--- config.mk ---
export PLATFORM = sky130hd
export DESIGN_NAME = pcm_interp
export DESIGN_NICKNAME = d
export VERILOG_FILES = /design/src/rtl/audio_pkg.sv /design/src/rtl/sample_fifo.sv /design/src/rtl/pcm_interp.sv
export SDC_FILE = /design/constraint.sdc
export NUM_CORES = 1
export LEC_CHECK = 0
export CORE_ASPECT_RATIO = 1.5
export CORE_MARGIN = 3
export CORE_UTILIZATION = 50
export CTS_BUF_LIST = sky130_fd_sc_hd__clkbuf_8
export CTS_CLUSTER_SIZE = 40
export DETAILED_ROUTE_END_ITERATION = 7
export DONT_BUFFER_PORTS = 1
export MAX_ROUTING_LAYER = met4
export PLACE_DENSITY = 0.73
export SYNTH_ARGS = -nofsm -noshare
export SYNTH_HDL_FRONTEND = slang
export SYNTH_SLANG_ARGS = --single-unit
--- constraint.sdc ---
create_clock -name clk -period 9.8 [get_ports clk]
set_input_delay 1.96 -clock clk [delete_from_list [all_inputs] [get_ports clk]]
set_output_delay 1.96 -clock clk [all_outputs]
set_load 0.01 [all_outputs]
--- src/rtl/audio_pkg.sv ---
// Shared audio-path types: sample width, PCM sample type, interpolator states.
// Latency: n/a (types only).
// Backpressure: n/a.
package audio_pkg;

  localparam int DATA_W = 16;

  // Two's-complement PCM sample, same format as delta_sigma_dac.pcm_in.
  typedef logic signed [DATA_W-1:0] pcm_t;

  typedef enum logic [1:0] {
    IDLE,
    RUN,
    STARVED
  } interp_state_t;

endpackage

--- src/rtl/sample_fifo.sv ---
// Synchronous sample FIFO, power-of-two depth, registered storage.
// Latency: a push at edge N is visible on pop_data/!empty from edge N (poppable in cycle N+1); no bypass.
// Backpressure: push ignored while full, pop ignored while empty; simultaneous push+pop keeps count.
//
// Ports:
//   clk, rst        clock, asynchronous active-high reset (empties the FIFO)
//   push, push_data write request and data
//   pop, pop_data   read request; pop_data is the current head (show-ahead)
//   full, empty     occupancy flags
//   count           number of stored entries, 0..FIFO_DEPTH
module sample_fifo #(
  parameter int DATA_W     = 16,
  parameter int FIFO_DEPTH = 4
) (
  input  logic                         clk,
  input  logic                         rst,
  input  logic                         push,
  input  logic [DATA_W-1:0]            push_data,
  input  logic                         pop,
  output logic [DATA_W-1:0]            pop_data,
  output logic                         full,
  output logic                         empty,
  output logic [$clog2(FIFO_DEPTH):0]  count
);

  localparam int PTR_W = $clog2(FIFO_DEPTH);

  logic [DATA_W-1:0] mem_q [FIFO_DEPTH];
  logic [PTR_W-1:0]  wr_ptr_q, wr_ptr_d;
  logic [PTR_W-1:0]  rd_ptr_q, rd_ptr_d;
  logic [PTR_W:0]    count_q, count_d;
  logic              do_push, do_pop;

  assign full     = (count_q == (PTR_W+1)'(FIFO_DEPTH));
  assign empty    = (count_q == '0);
  assign count    = count_q;
  assign do_push  = push && !full;
  assign do_pop   = pop && !empty;
  assign pop_data = mem_q[rd_ptr_q];

  always_comb begin
    // Pointers wrap naturally because the depth is a power of two.
    wr_ptr_d = wr_ptr_q + PTR_W'(do_push);
    rd_ptr_d = rd_ptr_q + PTR_W'(do_pop);
    count_d  = count_q;
    case ({do_push, do_pop})
      2'b10:   count_d = count_q + 1'b1;
      2'b01:   count_d = count_q - 1'b1;
      default: count_d = count_q;
    endcase
  end

  always_ff @(posedge clk or posedge rst) begin
    if (rst) begin
      wr_ptr_q <= '0;
      rd_ptr_q <= '0;
      count_q  <= '0;
    end else begin
      wr_ptr_q <= wr_ptr_d;
      rd_ptr_q <= rd_ptr_d;
      count_q  <= count_d;
    end
  end

  // Storage needs no reset: contents are only reachable through the pointers.
  always_ff @(posedge clk) begin
    if (do_push) begin
      mem_q[wr_ptr_q] <= push_data;
    end
  end

endmodule

--- src/rtl/pcm_interp.sv ---
// Linear interpolator feeding delta_sigma_dac: ramps pcm_out between consecutive input samples.
// Latency: sample accepted at edge N loads at N+1 (from IDLE), first ramp step at N+2, target at N+1+2^RATIO_LOG2.
// Backpressure: s_ready low while the FIFO holds FIFO_DEPTH samples; rises the cycle after a segment pop.
//
// Ports:
//   clk, rst      single clock; asynchronous active-high reset
//   s_data        input sample (two's complement), s_valid/s_ready handshake
//   pcm_out       registered interpolated sample, one update per clock
//   sample_tick   one-cycle pulse at each segment start (and at the wrap that enters starvation)
//   underrun      one-cycle pulse when a RUN wrap finds the FIFO empty
module pcm_interp #(
  parameter int DATA_W     = 16,
  parameter int RATIO_LOG2 = 10,
  parameter int FIFO_DEPTH = 4
) (
  input  logic              clk,
  input  logic              rst,
  input  logic [DATA_W-1:0] s_data,
  input  logic              s_valid,
  output logic              s_ready,
  output logic [DATA_W-1:0] pcm_out,
  output logic              sample_tick,
  output logic              underrun
);

  import audio_pkg::*;

  localparam int ACC_W = DATA_W + RATIO_LOG2 + 1;
  localparam int CNT_W = $clog2(FIFO_DEPTH) + 1;

  logic              fifo_full, fifo_empty, fifo_pop, fifo_push;
  logic [DATA_W-1:0] fifo_head;
  logic [CNT_W-1:0]  fifo_count;

  assign s_ready   = (fifo_count != CNT_W'(FIFO_DEPTH));
  assign fifo_push = s_valid && !fifo_full;

  sample_fifo #(
    .DATA_W     (DATA_W),
    .FIFO_DEPTH (FIFO_DEPTH)
  ) u_fifo (
    .clk       (clk),
    .rst       (rst),
    .push      (fifo_push),
    .push_data (s_data),
    .pop       (fifo_pop),
    .pop_data  (fifo_head),
    .full      (fifo_full),
    .empty     (fifo_empty),
    .count     (fifo_count)
  );

  interp_state_t         state_q, state_d;
  logic [DATA_W-1:0]     cur_q, cur_d;
  logic [DATA_W:0]       delta_q, delta_d;
  logic [ACC_W-1:0]      acc_q, acc_d;
  logic [RATIO_LOG2-1:0] phase_q, phase_d;
  logic [DATA_W-1:0]     pcm_q, pcm_d;
  logic                  tick_q, tick_d;
  logic                  underrun_q, underrun_d;

  logic             wrap, load;
  logic [ACC_W-1:0] cur_scaled, delta_ext;

  assign wrap       = (phase_q == '1);
  // cur <<< RATIO_LOG2, sign-extended to the accumulator width.
  assign cur_scaled = {cur_q[DATA_W-1], cur_q, {RATIO_LOG2{1'b0}}};
  assign delta_ext  = {{RATIO_LOG2{delta_q[DATA_W]}}, delta_q};

  always_comb begin
    state_d    = state_q;
    cur_d      = cur_q;
    delta_d    = delta_q;
    acc_d      = acc_q;
    phase_d    = phase_q;
    tick_d     = 1'b0;
    underrun_d = 1'b0;
    fifo_pop   = 1'b0;
    load       = 1'b0;

    case (state_q)
      IDLE: begin
        load = !fifo_empty;
      end
      RUN, STARVED: begin
        if (wrap) begin
          if (!fifo_empty) begin
            load = 1'b1;
          end else begin
            // Park on the last target; only the RUN->STARVED wrap is reported.
            delta_d    = '0;
            acc_d      = cur_scaled;
            phase_d    = '0;
            tick_d     = (state_q == RUN);
            underrun_d = (state_q == RUN);
            state_d    = STARVED;
          end
        end else begin
          // In STARVED delta is zero, so this just holds the output.
          acc_d   = acc_q + delta_ext;
          phase_d = phase_q + 1'b1;
        end
      end
      default: begin
        state_d = IDLE;
      end
    endcase

    if (load) begin
      // acc restarts exactly on the previous target, so rounding error never
      // carries across segments.
      fifo_pop = 1'b1;
      delta_d  = {fifo_head[DATA_W-1], fifo_head} - {cur_q[DATA_W-1], cur_q};
      acc_d    = cur_scaled;
      cur_d    = fifo_head;
      phase_d  = '0;
      tick_d   = 1'b1;
      state_d  = RUN;
    end

    // Floor of acc / 2^RATIO_LOG2; intermediate values stay between the endpoints.
    pcm_d = acc_d[RATIO_LOG2 +: DATA_W];
  end

  always_ff @(posedge clk or posedge rst) begin
    if (rst) begin
      state_q    <= IDLE;
      cur_q      <= '0;
      delta_q    <= '0;
      acc_q      <= '0;
      phase_q    <= '0;
      pcm_q      <= '0;
      tick_q     <= 1'b0;
      underrun_q <= 1'b0;
    end else begin
      state_q    <= state_d;
      cur_q      <= cur_d;
      delta_q    <= delta_d;
      acc_q      <= acc_d;
      phase_q    <= phase_d;
      pcm_q      <= pcm_d;
      tick_q     <= tick_d;
      underrun_q <= underrun_d;
    end
  end

  assign pcm_out     = pcm_q;
  assign sample_tick = tick_q;
  assign underrun    = underrun_q;

endmodule

==> results.cfg <==
[cells_and_area]
finalNetCount = 786
fin_util = 0.5491
n_antenna_cell = 0
drive_gt1_frac = 0.09713
final_common_cell = nand2_1
layout_common_cells = 88 x nand2_1, 80 x dfrtp_1, 69 x o21ai_0
synthToLayoutAreaGrowth_pct = 6.376

[route]
ant_nets = 0
post-route-drc-count = 0
num_vias = 5447
vias_per_cell = 5.857
first_pass_iters = 5
drt_iter0_drc = 373
totalWireLength_um = 16500
avgRoutedWirePerCell_um = 17.74

[floorplanning]
core_area_sq_um = 15210
start_util = 0.5162
die_h_um = 159.5
die_area_sq_um = 17270
row_count = 55
ioPinCount = 38
fp.dieW_um = 108.3

[global_routing]
grt_usage = 0.2057
grt_max_degree = 81
grt_pass1_wl_um = 27570
grt_antenna_before_repair = 0
grt_pass1_vias = 5622
grt_remaining_overflow = 0

[clocking]
cts_buffers = 17
post_cts_buffers = 0
cts_resized = 0
cts-root-buf = clkbuf_8
cts_sinks = 144
postCtsHoldBufs = 0
cts_tree = built
clkTransAtPathRegs_ps = 80
cts_max_level = 4
clk_latency_ps = 430
ctsLongestPathBuffers = 2

[timing]
hold_violations = 0
tightest_slew_ps = 1036
fin_crit_ps = 3386
finalClockSkew_ps = 16.01
fmax_mhz = 295.4
max-slew-margin-rel = 0.3094
rsz0062_at_grt = no
setup_total_negative_slack_ps = 0
fin_crit_sh = 0.3455
drv_slew = 0
setup_viol = 0

[synth]
yosys.cell_types.count = 58
netlist_area_sq_um = 7850
synth_seq_cells = 144
synth_ff_type = dfrtp_1
synth_edf_count = 64
yosysSeqAreaShare = 0.4998
ys_async_sr_fraction = 0.5556
yosys_warnings = 0
synth_top_area_frac = 0.2550
syn_avg_cell_area_sq_um = 10.69
synth_top_area_cell = dfrtp_1
syn_inst = 734
syn-num-nets = 802
synthTopCellsByArea = dfrtp_1 26%, edfxtp_1 24%, ha_1 7.3%

[worst_setup_path]
critPathTopFamily = compound AO/OA/AOI/OAI gates
required_ps = 10100
slowest_delay_ps = 830
path_cells = mux4_2, inv_1, ha_1, inv_1, fa_1, a21o_1, a21oi_1, o21ai_0, a31o_2, a21oi_1, xor2_1, o21ai_0
arrival_ps = 3690
critical_path_class = reg -> reg
worst-path-buf-inv = 2
start_kind = register
cpMaxStageDelayCell = dfrtp_1
cp-end-kind = register
worstPathMaxFanout = 17

[run]
maxCapViolCount = 0

[place]
gp_congestion = 0.9270
hpwlAfterDp_um = 11800
io_buffers = 0

[run_status]
status = finished, final reports clean

[worst_hold_path]
hold_path_class = reg -> reg
[synth_stat cells (6+ instances only)]
library cell  number
nor3_1             9
edfxtp_1          64
nand3_1           17
nor2b_1            6
buf_2             16
ha_1              46
nor2_1            48
dfrtp_1           80
nand2_1           88
o22ai_1            6
mux4_2            16
xnor2_1           22
o21ai_1            7
xor2_1            22
o21a_1            10
o21ai_0           70
inv_1             31
buf_4             16
nand4_1            8
o31ai_1            7
a21oi_1           58
clkbuf_1          12
and3_1            10
[worst min-delay path: cells and delay by family, from the launching register on]
family | cells | cell delay [ps]
flip-flops | 1 | 360
AND/OR/NAND/NOR | 2 | 100
[metrics by stage]
| step | hold WS [ps] | area [sq um] | worst slack, ps | cells |
|---|---|---|---|---|
| 2_1_floorplan | 442.8 | 7850 | 5788 | 734 |
| 3_3_place_gp | 456.6 | 7933 | 6468 | 898 |
| 3_5_place_dp | 472.6 | 7933 | 6417 | 898 |
| 4_1_cts | 491.6 | 8351 | 6412 | 930 |
| 5_1_grt | 524.6 | 8351 | 6157 | 930 |
| 6_report | 489.2 | 8351 | 6414 | 930 |
[final cells by class]
cell class | count | area [sq um]
clock buffers | 17 | 234.0
clock inverters | 15 | 183.9
fillers | 1267 | 6858
inverters | 31 | 117.6
multi-input cells | 515 | 3575
flip-flops and latches | 144 | 3924
well taps | 199 | 249.0
repair buffers | 9 | 67.56
[metal layers]
layer	vias to the layer above	GRT usage	share of wire
met5	-	-	0
li1	2612	-	-
met1	2659	0.2463	0.41
met3	28	0.04138	0.047
met4	0	0.07582	0.019
met2	148	0.3420	0.52
[logic make-up (layout without fill, tap and decap cells)]
kind of cell / after synthesis / after routing / synth area share
mux: 18 / 18 / 0.04861
buf+inv: 75 / 72 / 0.04606
xor+xnor: 44 / 44 / 0.04909
compound gates: 202 / 202 / 0.1600
flops: 144 / 144 / 0.4998
fa+ha+maj: 49 / 49 / 0.08097
simple gates: 202 / 202 / 0.1154
[worst paths after layout]
kind	end	from	slack (ps)	cells past startpoint
setup reg to reg	delta_q[12]$_DFFE_PP0P_	u_fifo.rd_ptr_q[1]$_DFF_PP0_	6410	12
setup / recovery	delta_q[12]$_DFFE_PP0P_	u_fifo.rd_ptr_q[1]$_DFF_PP0_	6410	12
max in group asynchronous	cur_q[0]$_DFFE_PP0P_	rst	7400	2
hold reg to reg	acc_q[0]$_DFFE_PP0P_	acc_q[0]$_DFFE_PP0P_	490	2
min in group asynchronous	u_fifo.count[1]$_DFFE_PP0P_	rst	1700	2
hold / removal	acc_q[0]$_DFFE_PP0P_	acc_q[0]$_DFFE_PP0P_	490	2
[state kept, by name, summed over array words and instances (netlist names)]
name	count
u_fifo.rd_ptr_q	2
state_q	2
u_fifo.wr_ptr_q	2
underrun	1
phase_q	10
u_fifo.count	3
delta_q	17
sample_tick	1
cur_q	16
u_fifo.mem_q	64
acc_q	26
Power is left out: the tool's default activity adds up to more than one toggle a clock period on the data nets, which glitch-free logic cannot reach.
